[src/rtl/uart_pkg.sv]
// Shared types and constants for the UART packet scheduler.
package uart_pkg;

    typedef enum logic [1:0] {
        ST_IDLE  = 2'd0,
        ST_GRANT = 2'd1,
        ST_SEND  = 2'd2,
        ST_GUARD = 2'd3
    } state_t;

    localparam logic [7:0] SYNC_BYTE_DEFAULT = 8'hA5;

    function automatic int bytes_per_word(input int data_width);
        return data_width / 8;
    endfunction

endpackage

[src/rtl/rr_arbiter.sv]
// Combinational round-robin select: first valid requester at or after ptr_i, wrapping.
module rr_arbiter #(
    parameter int NUM_REQ  = 4,
    parameter int ID_WIDTH = 2
) (
    input  logic [ID_WIDTH-1:0] ptr_i,
    input  logic [NUM_REQ-1:0]  req_i,
    output logic [ID_WIDTH-1:0] gnt_id_o,
    output logic                gnt_valid_o
);

    logic [NUM_REQ-1:0] req_rot;
    logic [ID_WIDTH:0]  sum;

    // Walk offsets from the far end so the smallest offset wins.
    always_comb begin
        req_rot     = NUM_REQ'({req_i, req_i} >> ptr_i);
        gnt_id_o    = '0;
        gnt_valid_o = 1'b0;
        sum         = '0;
        for (int off = NUM_REQ - 1; off >= 0; off--) begin
            if (req_rot[off]) begin
                sum = {1'b0, ptr_i} + (ID_WIDTH+1)'(off);
                if (sum >= (ID_WIDTH+1)'(NUM_REQ)) begin
                    sum = sum - (ID_WIDTH+1)'(NUM_REQ);
                end
                gnt_id_o    = sum[ID_WIDTH-1:0];
                gnt_valid_o = 1'b1;
            end
        end
    end

endmodule

[src/rtl/uart_tx_scheduler.sv]
// Round-robin scheduler framing requester words as SYNC/HEADER/DATA/CHECKSUM
// packets and pacing them into a byte-wide UART through its enable/ready handshake.
module uart_tx_scheduler
    import uart_pkg::*;
#(
    parameter int         NUM_REQ    = 4,
    parameter int         DATA_WIDTH = 16,
    parameter logic [7:0] SYNC_BYTE  = SYNC_BYTE_DEFAULT,
    parameter int         ID_WIDTH   = 2
) (
    input  logic                          clk,
    input  logic                          reset_b,
    input  logic [NUM_REQ-1:0]            req_valid,
    input  logic [NUM_REQ*DATA_WIDTH-1:0] req_data,
    output logic [NUM_REQ-1:0]            req_ack,
    output logic [7:0]                    uart_tx_data,
    output logic                          uart_tx_en,
    input  logic                          uart_tx_ready,
    output logic                          busy,
    output logic [ID_WIDTH-1:0]           grant_id
);

    localparam int BPW     = bytes_per_word(DATA_WIDTH);
    localparam int PKT_LEN = BPW + 3;
    localparam int IDX_W   = $clog2(PKT_LEN);
    localparam logic [IDX_W-1:0] LAST_IDX = IDX_W'(PKT_LEN - 1);

    state_t                  state_q, state_d;
    logic [ID_WIDTH-1:0]     ptr_q, ptr_d;
    logic [ID_WIDTH-1:0]     id_q, id_d;
    logic [DATA_WIDTH-1:0]   word_q, word_d;
    logic [IDX_W-1:0]        idx_q, idx_d;
    logic [7:0]              chk_q, chk_d;
    logic [7:0]              txd_q, txd_d;

    logic [ID_WIDTH-1:0]     arb_id;
    logic                    arb_valid;
    logic [DATA_WIDTH-1:0]   sel_word;
    logic [7:0]              cur_byte;

    rr_arbiter #(
        .NUM_REQ  (NUM_REQ),
        .ID_WIDTH (ID_WIDTH)
    ) u_arb (
        .ptr_i       (ptr_q),
        .req_i       (req_valid),
        .gnt_id_o    (arb_id),
        .gnt_valid_o (arb_valid)
    );

    always_comb begin
        sel_word = '0;
        for (int i = 0; i < NUM_REQ; i++) begin
            if (arb_id == ID_WIDTH'(i)) begin
                sel_word = req_data[i*DATA_WIDTH +: DATA_WIDTH];
            end
        end
    end

    // Index 0 is SYNC, 1 is HEADER, then data MSB-first, last is the checksum.
    always_comb begin
        cur_byte = SYNC_BYTE;
        if (idx_q == IDX_W'(1)) begin
            cur_byte = 8'(id_q);
        end else if (idx_q == LAST_IDX) begin
            cur_byte = chk_q;
        end else begin
            for (int b = 0; b < BPW; b++) begin
                if (idx_q == IDX_W'(b + 2)) begin
                    cur_byte = word_q[DATA_WIDTH-8-8*b +: 8];
                end
            end
        end
    end

    always_comb begin
        state_d    = state_q;
        ptr_d      = ptr_q;
        id_d       = id_q;
        word_d     = word_q;
        idx_d      = idx_q;
        chk_d      = chk_q;
        txd_d      = txd_q;
        req_ack    = '0;
        uart_tx_en = 1'b0;
        case (state_q)
            ST_IDLE: begin
                if (|req_valid) state_d = ST_GRANT;
            end
            ST_GRANT: begin
                if (arb_valid) begin
                    word_d  = sel_word;
                    id_d    = arb_id;
                    req_ack = NUM_REQ'(1) << arb_id;
                    ptr_d   = (arb_id == ID_WIDTH'(NUM_REQ - 1)) ? '0 : arb_id + 1'b1;
                    idx_d   = '0;
                    chk_d   = '0;
                    state_d = ST_SEND;
                end else begin
                    state_d = ST_IDLE;
                end
            end
            ST_SEND: begin
                if (uart_tx_ready) begin
                    uart_tx_en = 1'b1;
                    txd_d      = cur_byte;
                    // SYNC and the checksum byte itself stay out of the checksum.
                    if (idx_q != '0 && idx_q != LAST_IDX) chk_d = chk_q ^ cur_byte;
                    state_d    = ST_GUARD;
                end
            end
            ST_GUARD: begin
                if (idx_q == LAST_IDX) begin
                    state_d = ST_IDLE;
                end else begin
                    idx_d   = idx_q + 1'b1;
                    state_d = ST_SEND;
                end
            end
            default: state_d = ST_IDLE;
        endcase
    end

    always_ff @(posedge clk or negedge reset_b) begin
        if (!reset_b) begin
            state_q <= ST_IDLE;
            ptr_q   <= '0;
            id_q    <= '0;
            word_q  <= '0;
            idx_q   <= '0;
            chk_q   <= '0;
            txd_q   <= '0;
        end else begin
            state_q <= state_d;
            ptr_q   <= ptr_d;
            id_q    <= id_d;
            word_q  <= word_d;
            idx_q   <= idx_d;
            chk_q   <= chk_d;
            txd_q   <= txd_d;
        end
    end

    assign uart_tx_data = uart_tx_en ? cur_byte : txd_q;
    assign busy         = (state_q != ST_IDLE);
    assign grant_id     = id_q;

endmodule
[config.mk]
export PLATFORM = sky130hd
export DESIGN_NAME = uart_tx_scheduler
export DESIGN_NICKNAME = d
export VERILOG_FILES = /design/src/rtl/uart_pkg.sv /design/src/rtl/rr_arbiter.sv /design/src/rtl/uart_tx_scheduler.sv
export SDC_FILE = /design/constraint.sdc
export NUM_CORES = 1
export LEC_CHECK = 0
export ABC_AREA = 1
export CORE_MARGIN = 1.5
export CORE_UTILIZATION = 52
export CTS_BUF_LIST = sky130_fd_sc_hd__clkbuf_8
export DETAILED_ROUTE_END_ITERATION = 8
export PLACE_DENSITY = 0.88
export SYNTH_ARGS = -nofsm -noshare
export SYNTH_HDL_FRONTEND = slang
export SYNTH_SLANG_ARGS = --single-unit
[constraint.sdc]
create_clock -name clk -period 5.6 [get_ports clk]
set_input_delay 0.56 -clock clk [delete_from_list [all_inputs] [get_ports clk]]
set_output_delay 0.56 -clock clk [all_outputs]
set_load 0.005 [all_outputs]
Yosys cells after proc, flatten, opt, wreduce, memory -nomap -nowiden
Index checks and enable logic that the tools add are counted.
{"block": "op_classes", "addsub": 9, "order_cmp": 4, "n_eq_ne": 16, "shift": 2, "muxes": 38, "bitwise_logic": 1, "n_reduce_logical": 13}
{"op": "2-to-1 mux 16 bit", "count": 4}
{"op": "2-to-1 mux 8 bit", "count": 8}
{"op": "2-to-1 mux 2 bit", "count": 13}
{"op": "one-hot mux 8 bit (2 select lines)", "count": 1}
{"op": "!= test 2 bit, second input constant", "count": 5}
{"op": "greater-or-equal comparator 3 bit, second input constant", "count": 3}
{"op": "== test 2 bit, second input constant", "count": 4}
{"op": "2-to-1 mux 4 bit", "count": 2}
{"op": "one-hot mux 2 bit (4 select lines)", "count": 1}
{"op": "right shift 8 x 2 -> 4 bit", "count": 1}
{"op": "subtractor 2 x 1 -> 2 bit, second input constant", "count": 4}
{"op": "XOR 8 bit", "count": 1}
{"op": "adder 2 x 2 -> 3 bit, second input constant", "count": 2}
{"op": "== test 3 x 2 -> 1 bit, second input constant", "count": 2}
{"op": "2-to-1 mux 1 bit", "count": 6}
{"op": "2-to-1 mux 3 bit", "count": 2}
{"op": "one-hot mux 3 bit (2 select lines)", "count": 1}
{"op": "AND reduction 2 bit", "count": 3}
{"op": "nonzero test 2 bit", "count": 3}
{"op": "== test 2 x 1 -> 1 bit, second input constant", "count": 2}
{"op": "zero test 2 bit", "count": 2}
{"op": "AND reduction 4 bit", "count": 1}
{"op": "OR reduction 4 bit", "count": 1}
{"op": "<< shifter 1 x 2 -> 4 bit, first input constant", "count": 1}
{"op": "10 further kinds", "count": 10}
{"block": "totals", "ff_bits": 41, "inputBits": 71, "out_inout_bits": 16}

Depth between registers and ports, before layout
Gate-level depths: netlist of run 1.
{"block": "depth", "ltp_word": 12, "mapped_depth": 21, "depth_no_buf": 19}

Modules after synthesis
A second synthesis of run 1 with hierarchy kept.
{"block": "unflattened", "hier_cells": 409, "hier_area_um2": 2817.7}
{"module": "uart_tx_scheduler", "instances": 1, "cells_each": 360, "area_per_inst_um2": 2567.5}
{"module": "rr_arbiter", "instances": 1, "cells_each": 49, "area_per_inst_um2": 250.2}

Least setup slack after synthesis of run 1
OpenSTA, ideal clock, no wires.
{"block": "synth_timing", "path_type": "input port to output port", "from": "input port req_valid[3]", "to": "output port req_ack[2]", "arrival_time_ns": 1.777, "slack_ns": 3.263, "cell_stages": 13, "n_path_buf": 2, "path_cell_list": "nand2_1 > nand3_1 > nand2_1 > nand2_1 > nand2_1 > nand2_1 > nand2_1 > inv_1 > ha_1 > buf_2 > inv_2 > buf_2 > nor2_1"}
{"block": "synth_via", "elab_chain_cells": 8}
{"element": "start, declared", "line": "uart_tx_scheduler.sv:13", "rtl": "input logic [NUM_REQ-1:0] req_valid,"}
{"element": "right shift 8 x 2 -> 4 bit (*)", "line": "rr_arbiter.sv:17", "rtl": "req_rot = NUM_REQ'({req_i, req_i} >> ptr_i);"}
{"element": "2-to-1 mux 2 bit (3 in a row)", "line": "rr_arbiter.sv:22", "rtl": "if (req_rot[off]) begin"}
{"element": "2-to-1 mux 2 bit (*)", "line": "rr_arbiter.sv:22"}
{"element": "via arb_id[0]", "line": "uart_tx_scheduler.sv:36", "rtl": "logic [ID_WIDTH-1:0] arb_id;"}
{"element": "<< shifter 1 x 2 -> 4 bit (*)", "line": "uart_tx_scheduler.sv:94", "rtl": "req_ack = NUM_REQ'(1) << arb_id;"}
{"element": "2-to-1 mux 4 bit (*)", "line": "uart_tx_scheduler.sv:91", "rtl": "if (arb_valid) begin"}
{"element": "2-to-1 mux 4 bit (*)", "line": "uart_tx_scheduler.sv:86", "rtl": "case (state_q)"}
{"element": "end, declared", "line": "uart_tx_scheduler.sv:15", "rtl": "output logic [NUM_REQ-1:0] req_ack,"}
The timed path passes the listed nets; every way through them passes the cells marked *.

Final worst setup path of run 1
{"block": "layout_timing", "from": "input port req_valid[2]", "to": "output port req_ack[2]"}
The elaborated chain is that of the path after synthesis.

==> metrics.yaml, run 1 <==
report.final.slew_viol_count: 0
grt_start_max_net_pins: 42
final_util_pct: 72.0
tightestPinTransition_ns: 0.880
route.detailed.vias_per_inst: 5.15
antenna-diode-count: 0
min_path_type: "in -> async"
synth_commonest_cells: "166 x nand2_1, 54 x o21ai_0, 41 x dfrtp_1, 36 x inv_1, 25 x nor2_1"
cellInternalPower_uw: 1100
cts_sinks: 41
power_frac_comb_pct: 68.7
crit_path_max_fanout: 17
layout-area-overhead-vs-synth_pct: 33.3
met1_usage_pct: 29.8
cts_tree: "done"
fin_crit_sh_pct: 70.6
power.switching_uw: 1150
drt-pass1-iter-count: 5
cts_setup_buffers: 0
post_synth_instance_area_um2: 2780
synth_top_area_share_pct: 36.9
grt_first_pass_wirelength_um: 11900
io_buffers: 86
status: "finished clean"
fmaxAchievable_mhz: 253
hold_bufs_at_cts: 0
cts.path.max_buffers: 2
ant_nets: 0
worst_setup_path_start_kind: "input port"
path_clk_slew_ns: 0.08
power.switching_fraction_pct: 51.2
die_y_um: 76.1
yosysWarningCount: 0
grt.busiest_layer: "met2"
floorplan.core_area_um2: 5140
layout-drive-gt1-share_pct: 4.61
io_pins: 87
vdd.ir_drop.worst_v: 0.000426
clkPwrFrac_pct: 8.4
finalCriticalPeriod_ns: 3.96
syn-mean-instance-area_um2: 6.58
finalClockSkew_ns: 0.00636
grt_antenna_before_repair: 0
detailedPlacementHpwl_um: 5290
synth_top_area_cell: "dfrtp_1"
critPathArrivalTime_ns: 3.40
seqPwrFrac_pct: 22.9
critical_path.slowest_cell: "ha_1"
initial_core_util_pct: 54.0
worst_setup_path_end_kind: "output port"
yosys_most_used_dff: "dfrtp_1"
synthTopCellsByArea: "dfrtp_1 37%, nand2_1 22%, o21ai_0 9.7%"
cts_inserted_buffers: 5
overall_fraction_of_global_route_tracks_in_use_pct: 25.1
die-width_um: 76.1
async_sr_flop_fraction_pct: 100
most_numerous_cell_in_the_yosys_netlist: "nand2_1"
synth-edff-count: 0
timing.critical_path.max_delay_family: "buffers and inverters"
finalHoldViolations: 0
post-route-drc-count: 0
p_leak_uw: 0.00184
cts.repair.resized: 0
timing.critical_path.mode_cell: "nand2_1"
setup-violations-final: 0
first_global_vias: 2747
fin_nets: 578
worst_path_largest_cell_delay_ns: 0.56
total_wirelength_of_the_detailed_routed_design_um: 6860
clkLatencyLatePin_ns: 0.30
die_area_um2: 5790
yosysUniqueCellTypes: 24
groute.layer.met2.usage_pct: 45.3
cp_num_buf_inv: 4
grt_setup_unrepaired: "no"
critical_path_required_ns: 5.04
route.detailed.wl_per_inst_um: 12.1
dr_total_vias: 2933
instance_count_of_the_mapped_netlist: 422
htree_levels: 2
sequential_fraction_of_the_synthesis_area_pct: 36.9
worst_slew_margin_rel_pct: 41.3
gp_congestion: 0.951
critPathKind: "in -> out"
global_route.overflow_total: 0
drt-initial-drc-count: 131
pwr_density_cell_nw_per_um2: 608
synth_seq_cells: 41
met3_demand_to_capacity_share_in_global_routing_pct: 4.67
synth_fp_nets: 502
timing.setup.tns_ns: 0
rows: 26
clk_root_buffer_cell: "clkbuf_8"
maxCapViolCount: 0
crit_chain: "clkdlybuf4s50_1 > nand2_1 > nand3_1 > nand2_1 > nand2_1 > nand2_1 > nand2_1 > nand2_1 > inv_1 > ha_1 > inv_2 > nor2_1 > clkdlybuf4s50_1"
## stage by stage
step / setup WS, ns / std cells / instance area, µm² / power, µW / hold WS (ns)
2_1_floorplan: 3.26 / 422 / 2780 / 1690 / 0.264
3_3_place_gp: 1.92 / 561 / 3620 / 1990 / 0.460
3_5_place_dp: 1.72 / 561 / 3620 / 2050 / 0.460
4_1_cts: 1.70 / 569 / 3700 / 2250 / 0.410
5_1_grt: 1.43 / 569 / 3700 / 2520 / 0.454
6_report: 1.64 / 569 / 3700 / 2250 / 0.369
## area by class of cell
class / count / area [µm²]
inverters: 39 / 146
fillers: 473 / 1440
well taps: 70 / 87.6
repair buffers: 88 / 871
clock buffers: 5 / 68.8
multi-input cells: 323 / 1490
clock inverters: 3 / 13.8
flip-flops and latches: 41 / 1030
## cells in the final DEF (no fill, tap or decap), types with 2 or more instances in the layout
| cell | instances |
|---|---|
| a21oi_1 | 24 |
| buf_4 | 2 |
| clkbuf_8 | 5 |
| clkdlybuf4s50_1 | 85 |
| clkinv_2 | 2 |
| dfrtp_1 | 41 |
| ha_1 | 9 |
| inv_1 | 37 |
| inv_2 | 3 |
| nand2_1 | 166 |
| nand3_1 | 15 |
| nor2_1 | 25 |
| nor2_2 | 3 |
| nor3_1 | 5 |
| o21ai_0 | 54 |
| o21ai_1 | 13 |
| o21ai_2 | 4 |
## state kept, by name, summed over array words and instances, names as in the netlist
register and count:
chk_q 8, grant_id 2, idx_q 3, ptr_q 2
state_q 2, txd_q 8, word_q 16
## path summary, 6_finish.rpt
path                              start    endpoint  slack (ns)  cells past startpoint
setup / recovery           req_valid[2]  req_ack[2]        1.64                     13
hold / removal                  reset_b    idx_q[0]        0.37                      1
setup reg to reg               ptr_q[0]   word_q[8]        2.66                     16
hold reg to reg                txd_q[0]    txd_q[0]        0.48                      2
max in group asynchronous       reset_b   word_q[1]        4.67                      1
min in group clk               txd_q[0]    txd_q[0]        0.48                      2
## power by group through the flow
stage	Sequential (µW)	Clock, µW	Combinational, µW
3_5_place_dp	518	0	1530
5_1_grt	532	207	1790
3_3_place_gp	514	0	1470
2_1_floorplan	489	0	1200
4_1_cts	513	191	1550
6_report	515	188	1550
## logic make-up after synthesis
family,share of synthesized area [%]
AO/OA/AOI/OAI,17.9
adder cells (fa/ha/maj),4.05
buffers and inverters,9.46
flip-flops,36.9
AND/OR/NAND/NOR,31.7
## metal layers
metal / part of all wire (%) / wire length, µm
met1: 44 / 2990
met2: 48 / 3290
met3: 6.4 / 438
met4: 2.1 / 142
met5: 0 / 0
No activity file was read; power rests on OpenSTA's default activity.
==> inputs of run 2 (changes only) <==
CORE_UTILIZATION = 44   (was 52)
PLACE_DENSITY = 0.79   (was 0.88)
clock period = 3.6 ns   (was 5.6 ns; I/O delays follow)
==> run 2 against run 1 <==
Utilization decreased by 9.9 points. Sequential cell count unchanged. Clock skew about the same. Worst setup slack got worse by 1.0 ns. Via count decreased by 3.4%. Global-route usage decreased by 3.8 points. Non-clock buffer count increased by 2. First-iteration DRC count decreased by 21%. Power increased by 56%. Clock power increased by 50%. Register-to-register slack got worse by 1.7 ns. Critical path type is now reg -> out.
==> metrics.yaml, run 2 (synthesized netlist as in run 1, its figures left out) <==
status: "finished clean"
clk_root_buffer_cell: "clkbuf_8"
route.detailed.wl_per_inst_um: 11.9
vdd.ir_drop.worst_v: 0.000689
finalCriticalPeriod_ns: 3.00
ant_nets: 0
tightestPinTransition_ns: 0.909
rows: 28
registers.top_by_ff_count: "word_q"
gp_congestion: 0.855
grt_antenna_before_repair: 0
p_leak_uw: 0.00185
cts.path.max_buffers: 2
detailedPlacementHpwl_um: 5380
die_area_um2: 6800
critical_path_required_ns: 3.24
cts_setup_buffers: 0
layout_commonest_cell: "nand2_1"
clkLatencyLatePin_ns: 0.29
grt_setup_unrepaired: "no"
global_route.overflow_total: 0
setup-violations-final: 0
die-width_um: 82.5
die_y_um: 82.5
finalClockSkew_ns: 0.00675
io_buffers: 86
path_clk_slew_ns: 0.07
route.detailed.vias_per_inst: 4.92
grt_first_pass_wirelength_um: 11300
floorplan.core_area_um2: 5990
drt-pass1-iter-count: 5
cts_sinks: 41
overall_fraction_of_global_route_tracks_in_use_pct: 21.3
report.final.slew_viol_count: 0
grt_start_max_net_pins: 42
critPathArrivalTime_ns: 2.64
crit_path_max_fanout: 12
pwr_density_cell_nw_per_um2: 941
fmaxAchievable_mhz: 333
fillerInstances: 545
critical_path.slowest_cell: "clkdlybuf4s50_1"
cts_inserted_buffers: 5
first_global_vias: 2557
worst_setup_path_start_kind: "register"
min_path_type: "in -> async"
worst_setup_path_end_kind: "output port"
io_pins: 87
finalHoldViolations: 0
final_cell_area_um2: 3720
fin_crit_sh_pct: 83.4
total_wirelength_of_the_detailed_routed_design_um: 6830
initial_core_util_pct: 46.4
cts_tree: "done"
fin_nets: 580
maxCapViolCount: 0
htree_levels: 2
drt-initial-drc-count: 103
cts.repair.resized: 0
layout-area-overhead-vs-synth_pct: 34.1
timing.setup.tns_ns: 0
layout.cells.most_common_list: "166 x nand2_1, 85 x clkdlybuf4s50_1, 54 x o21ai_0"
worst_slew_margin_rel_pct: 39.4
dr_total_vias: 2833
largest_register_ffs: 16
detailed_place.area_um2: 3640
worst_path_largest_cell_delay_ns: 0.55
antenna-diode-count: 0
hold_bufs_at_cts: 0
crit_chain: "inv_1 > ha_1 > nand2_1 > inv_1 > a21oi_1 > o21ai_0 > o21ai_0 > clkdlybuf4s50_1"
layout-drive-gt1-share_pct: 4.99
critPathKind: "reg -> out"
regs_by_ff_count: "word_q: 16 flops, chk_q: 8 flops, txd_q: 8 flops"
post-route-drc-count: 0
==> run 2: final cells by class <==
type / instances / area, µm² / share of cell area, %
Tap cell: 75 / 93.8 / 2.52
Clock buffer: 5 / 68.8 / 1.85
Clock inverter: 3 / 13.8 / 0.370
Multi-Input combinational cell: 323 / 1490 / 40.0
Sequential cell: 41 / 1030 / 27.6
Timing Repair Buffer: 90 / 886 / 23.8
Inverter: 39 / 146 / 3.93
==> run 2: worst max-delay path: cells and delay by family (launching register included) <==
| family | cells | cell delay (ns) |
|---|---|---|
| compound gates | 3 | 0.56 |
| fa+ha+maj | 1 | 0.23 |
| buf+inv | 3 | 0.84 |
| flops | 1 | 0.44 |
| simple gates | 1 | 0.30 |
==> run 2: per-layer routing <==
| layer | up-vias | track usage (%) | wire length [µm] |
|---|---|---|---|
| li1 | 1498 | - | - |
| met1 | 1219 | 26.9 | 3030 |
| met2 | 110 | 36.9 | 3260 |
| met3 | 6 | 5.27 | 489 |
| met4 | 0 | 4.24 | 51 |
| met5 | - | 0 | 0 |
==> run 2: path summary, 6_finish.rpt <==
kind                                from         endpoint  slack [ns]  cells after the start
worst max-delay path            idx_q[0]  uart_tx_data[4]        0.60                      8
worst min-delay path             reset_b         idx_q[0]        0.20                      1
worst max register to register  ptr_q[0]       word_q[13]        0.99                     18
worst min register to register  txd_q[0]         txd_q[0]        0.49                      2
max in group asynchronous        reset_b         idx_q[2]        2.82                      1
min in group clk                txd_q[0]         txd_q[0]        0.49                      2
==> run 2: per-stage QoR <==
stage	worst slack, ns	hold slack [ns]	std cells	util (%)	total power (µW)
finish	0.598	0.201	576	62.2	3500
floorplan	1.44	0.0644	422	-	2620
CTS	0.594	0.222	576	62.2	3530
detailed placement	0.696	0.471	568	60.8	3230
global placement	0.783	0.460	568	60.8	3160
global route	0.283	0.270	576	62.2	3960
==> run 2: power breakdown <==
| group | switching [µW] | leakage (µW) | internal, µW |
|---|---|---|---|
| clock | 150 | 0.0000491 | 132 |
| combinational | 1490 | 0.00129 | 927 |
| sequential | 136 | 0.000520 | 671 |
==> inputs of run 3 (changes only) <==
clock period = 2.5 ns   (was 3.6 ns; I/O delays follow)
==> run 3 against run 2 <==
Power increased by 62%. Worst setup slack worse by 0.54 ns. Register-to-register slack got worse by 0.78 ns. First-iteration DRC count up 45%. Die area unchanged. Via count up 3.7%. Critical path depth increased by 2. Sequential cell count unchanged. Sequential share of layout area down 1.5 points. Non-clock buffer count grew 10.
==> metrics.yaml, run 3 (synthesized netlist as in run 1, its figures left out) <==
status: "finished clean"
die_y_um: 82.5
crit_path_max_fanout: 9
fillerInstances: 515
final_util_pct: 65.7
multi_input_comb_area_um2: 1570
critPathArrivalTime_ns: 2.20
drt-initial-drc-count: 149
timing.critical_path.mode_cell: "nand2_1"
cts.path.max_buffers: 2
clkPwrFrac_pct: 10.0
floorplan.core_area_um2: 5990
route.detailed.wl_per_inst_um: 12.5
power.switching_uw: 2800
hold_bufs_at_cts: 0
final_cell_area_um2: 3940
crit_chain: "ha_2 > ha_4 > inv_4 > nand2_1 > o21ai_1 > nand2_1 > nand2_1 > nand2_1 > nand2_1 > clkdlybuf4s50_1"
dr_total_vias: 2938
p_leak_uw: 0.00200
critical_path.slowest_cell: "clkdlybuf4s50_1"
detailed_place.area_um2: 3700
report.final.slew_viol_count: 0
die_area_um2: 6800
cp_num_buf_inv: 2
clkLatencyLatePin_ns: 0.30
io_buffers: 86
place.detailed.instances: 576
worst_path_largest_cell_delay_ns: 0.49
critPathKind: "reg -> out"
grt_start_max_net_pins: 46
htree_levels: 2
maxCapViolCount: 0
min_path_type: "in -> async"
regs_by_ff_count: "word_q: 16 flops, chk_q: 8 flops, txd_q: 8 flops"
route.detailed.vias_per_inst: 5.01
global_route.overflow_total: 0
gp_congestion: 0.885
tightestPinTransition_ns: 0.938
non_filler_instance_count_after_layout: 587
clk_root_buffer_cell: "clkbuf_8"
timing.critical_path.max_delay_family: "buffers and inverters"
cellInternalPower_uw: 2860
largest_register_ffs: 16
die-width_um: 82.5
power_frac_comb_pct: 69.6
timing.setup.tns_ns: 0
ant_nets: 0
rows: 28
overall_fraction_of_global_route_tracks_in_use_pct: 22.3
worst_slew_margin_rel_pct: 37.5
registers.top_by_ff_count: "word_q"
fin_nets: 591
path_clk_slew_ns: 0.08
layout.cells.most_common_list: "159 x nand2_1, 75 x clkdlybuf4s50_1, 42 x o21ai_0"
pwr_density_cell_nw_per_um2: 1440
layout-area-overhead-vs-synth_pct: 41.7
drt-pass1-iter-count: 4
dpl_worst_slack_ns: -0.151
grt_setup_unrepaired: "yes"
grt_antenna_before_repair: 0
post-route-drc-count: 0
finalHoldViolations: 0
cts_sinks: 41
finalCriticalPeriod_ns: 2.45
cts_inserted_buffers: 5
layout-drive-gt1-share_pct: 12.5
fin_crit_sh_pct: 97.9
initial_core_util_pct: 46.4
first_global_vias: 2765
antenna-diode-count: 0
setup-violations-final: 0
critical_path_required_ns: 2.25
worst_setup_path_start_kind: "register"
seq_cell_area_um2: 1030
finalClockSkew_ns: 0.00448
vdd.ir_drop.worst_v: 0.00103
cts_tree: "done"
seqPwrFrac_pct: 20.4
layout_commonest_cell: "nand2_1"
total_wirelength_of_the_detailed_routed_design_um: 7320
detailedPlacementHpwl_um: 5440
grt_first_pass_wirelength_um: 11700
worst_setup_path_end_kind: "output port"
setup_ws_ns: 0.0526
fmaxAchievable_mhz: 409
power.switching_fraction_pct: 49.5
io_pins: 87
## run 3: power groups by stage
stage          logic, µW  clock network (µW)  registers, µW
2_1_floorplan       2680                   0           1100
3_3_place_gp        3570                   0           1150
3_5_place_dp        3650                   0           1160
4_1_cts             3740                 572           1140
5_1_grt             4510                 605           1190
6_report            3940                 565           1150
## run 3: final timing paths
kind	start	to	slack (ns)	depth (start not counted)
max in group asynchronous	reset_b	ptr_q[0]	1.76	1
min reg2reg	txd_q[5]	txd_q[5]	0.48	2
min	reset_b	txd_q[1]	0.08	1
min in group clk	txd_q[5]	txd_q[5]	0.48	2
max reg2reg	ptr_q[0]	word_q[2]	0.21	17
max	idx_q[0]	uart_tx_data[1]	0.05	10
## run 3: worst reg2reg max path, delay by kind of cell (launching register included)
| kind | cells | cell delay [ns] |
|---|---|---|
| compound gates | 3 | 0.32 |
| simple gates | 11 | 0.93 |
| flops | 1 | 0.46 |
| buf+inv | 2 | 0.27 |
| fa+ha+maj | 1 | 0.22 |
## run 3: repair_timing
action / CTS / global route
buffers inserted: 1 / 1
cloned: 0 / 1
gates resized for setup: 20 / 38
endpoints found under the setup margin: 12 / 28
pin swaps: 0 / 7
## run 3: layout make-up
cell class | count | area share (%)
inverter | 39 | 3.91
clock buffer | 6 | 2.10
clock inverter | 2 | 0.954
timing repair buffer | 100 | 24.6
multi-input combinational | 324 | 40.0
tap | 75 | 2.38
sequential | 41 | 26.1
## run 3: layer usage
metal | track usage (%) | wire [µm] | vias up
met2 | 37.2 | 3490 | 125
met3 | 5.49 | 545 | 14
met5 | 0 | 0 | -
met1 | 27.6 | 3150 | 1279
li1 | - | - | 1520
met4 | 8.31 | 130 | 0
## run 3: stage by stage
stage                     hold WS [ns]  power, µW
after detailed placement         0.434       4810
after CTS                        0.118       5450
after floorplan                -0.0456       3780
after global placement           0.434       4720
final                           0.0811       5660
after global routing             0.162       6300
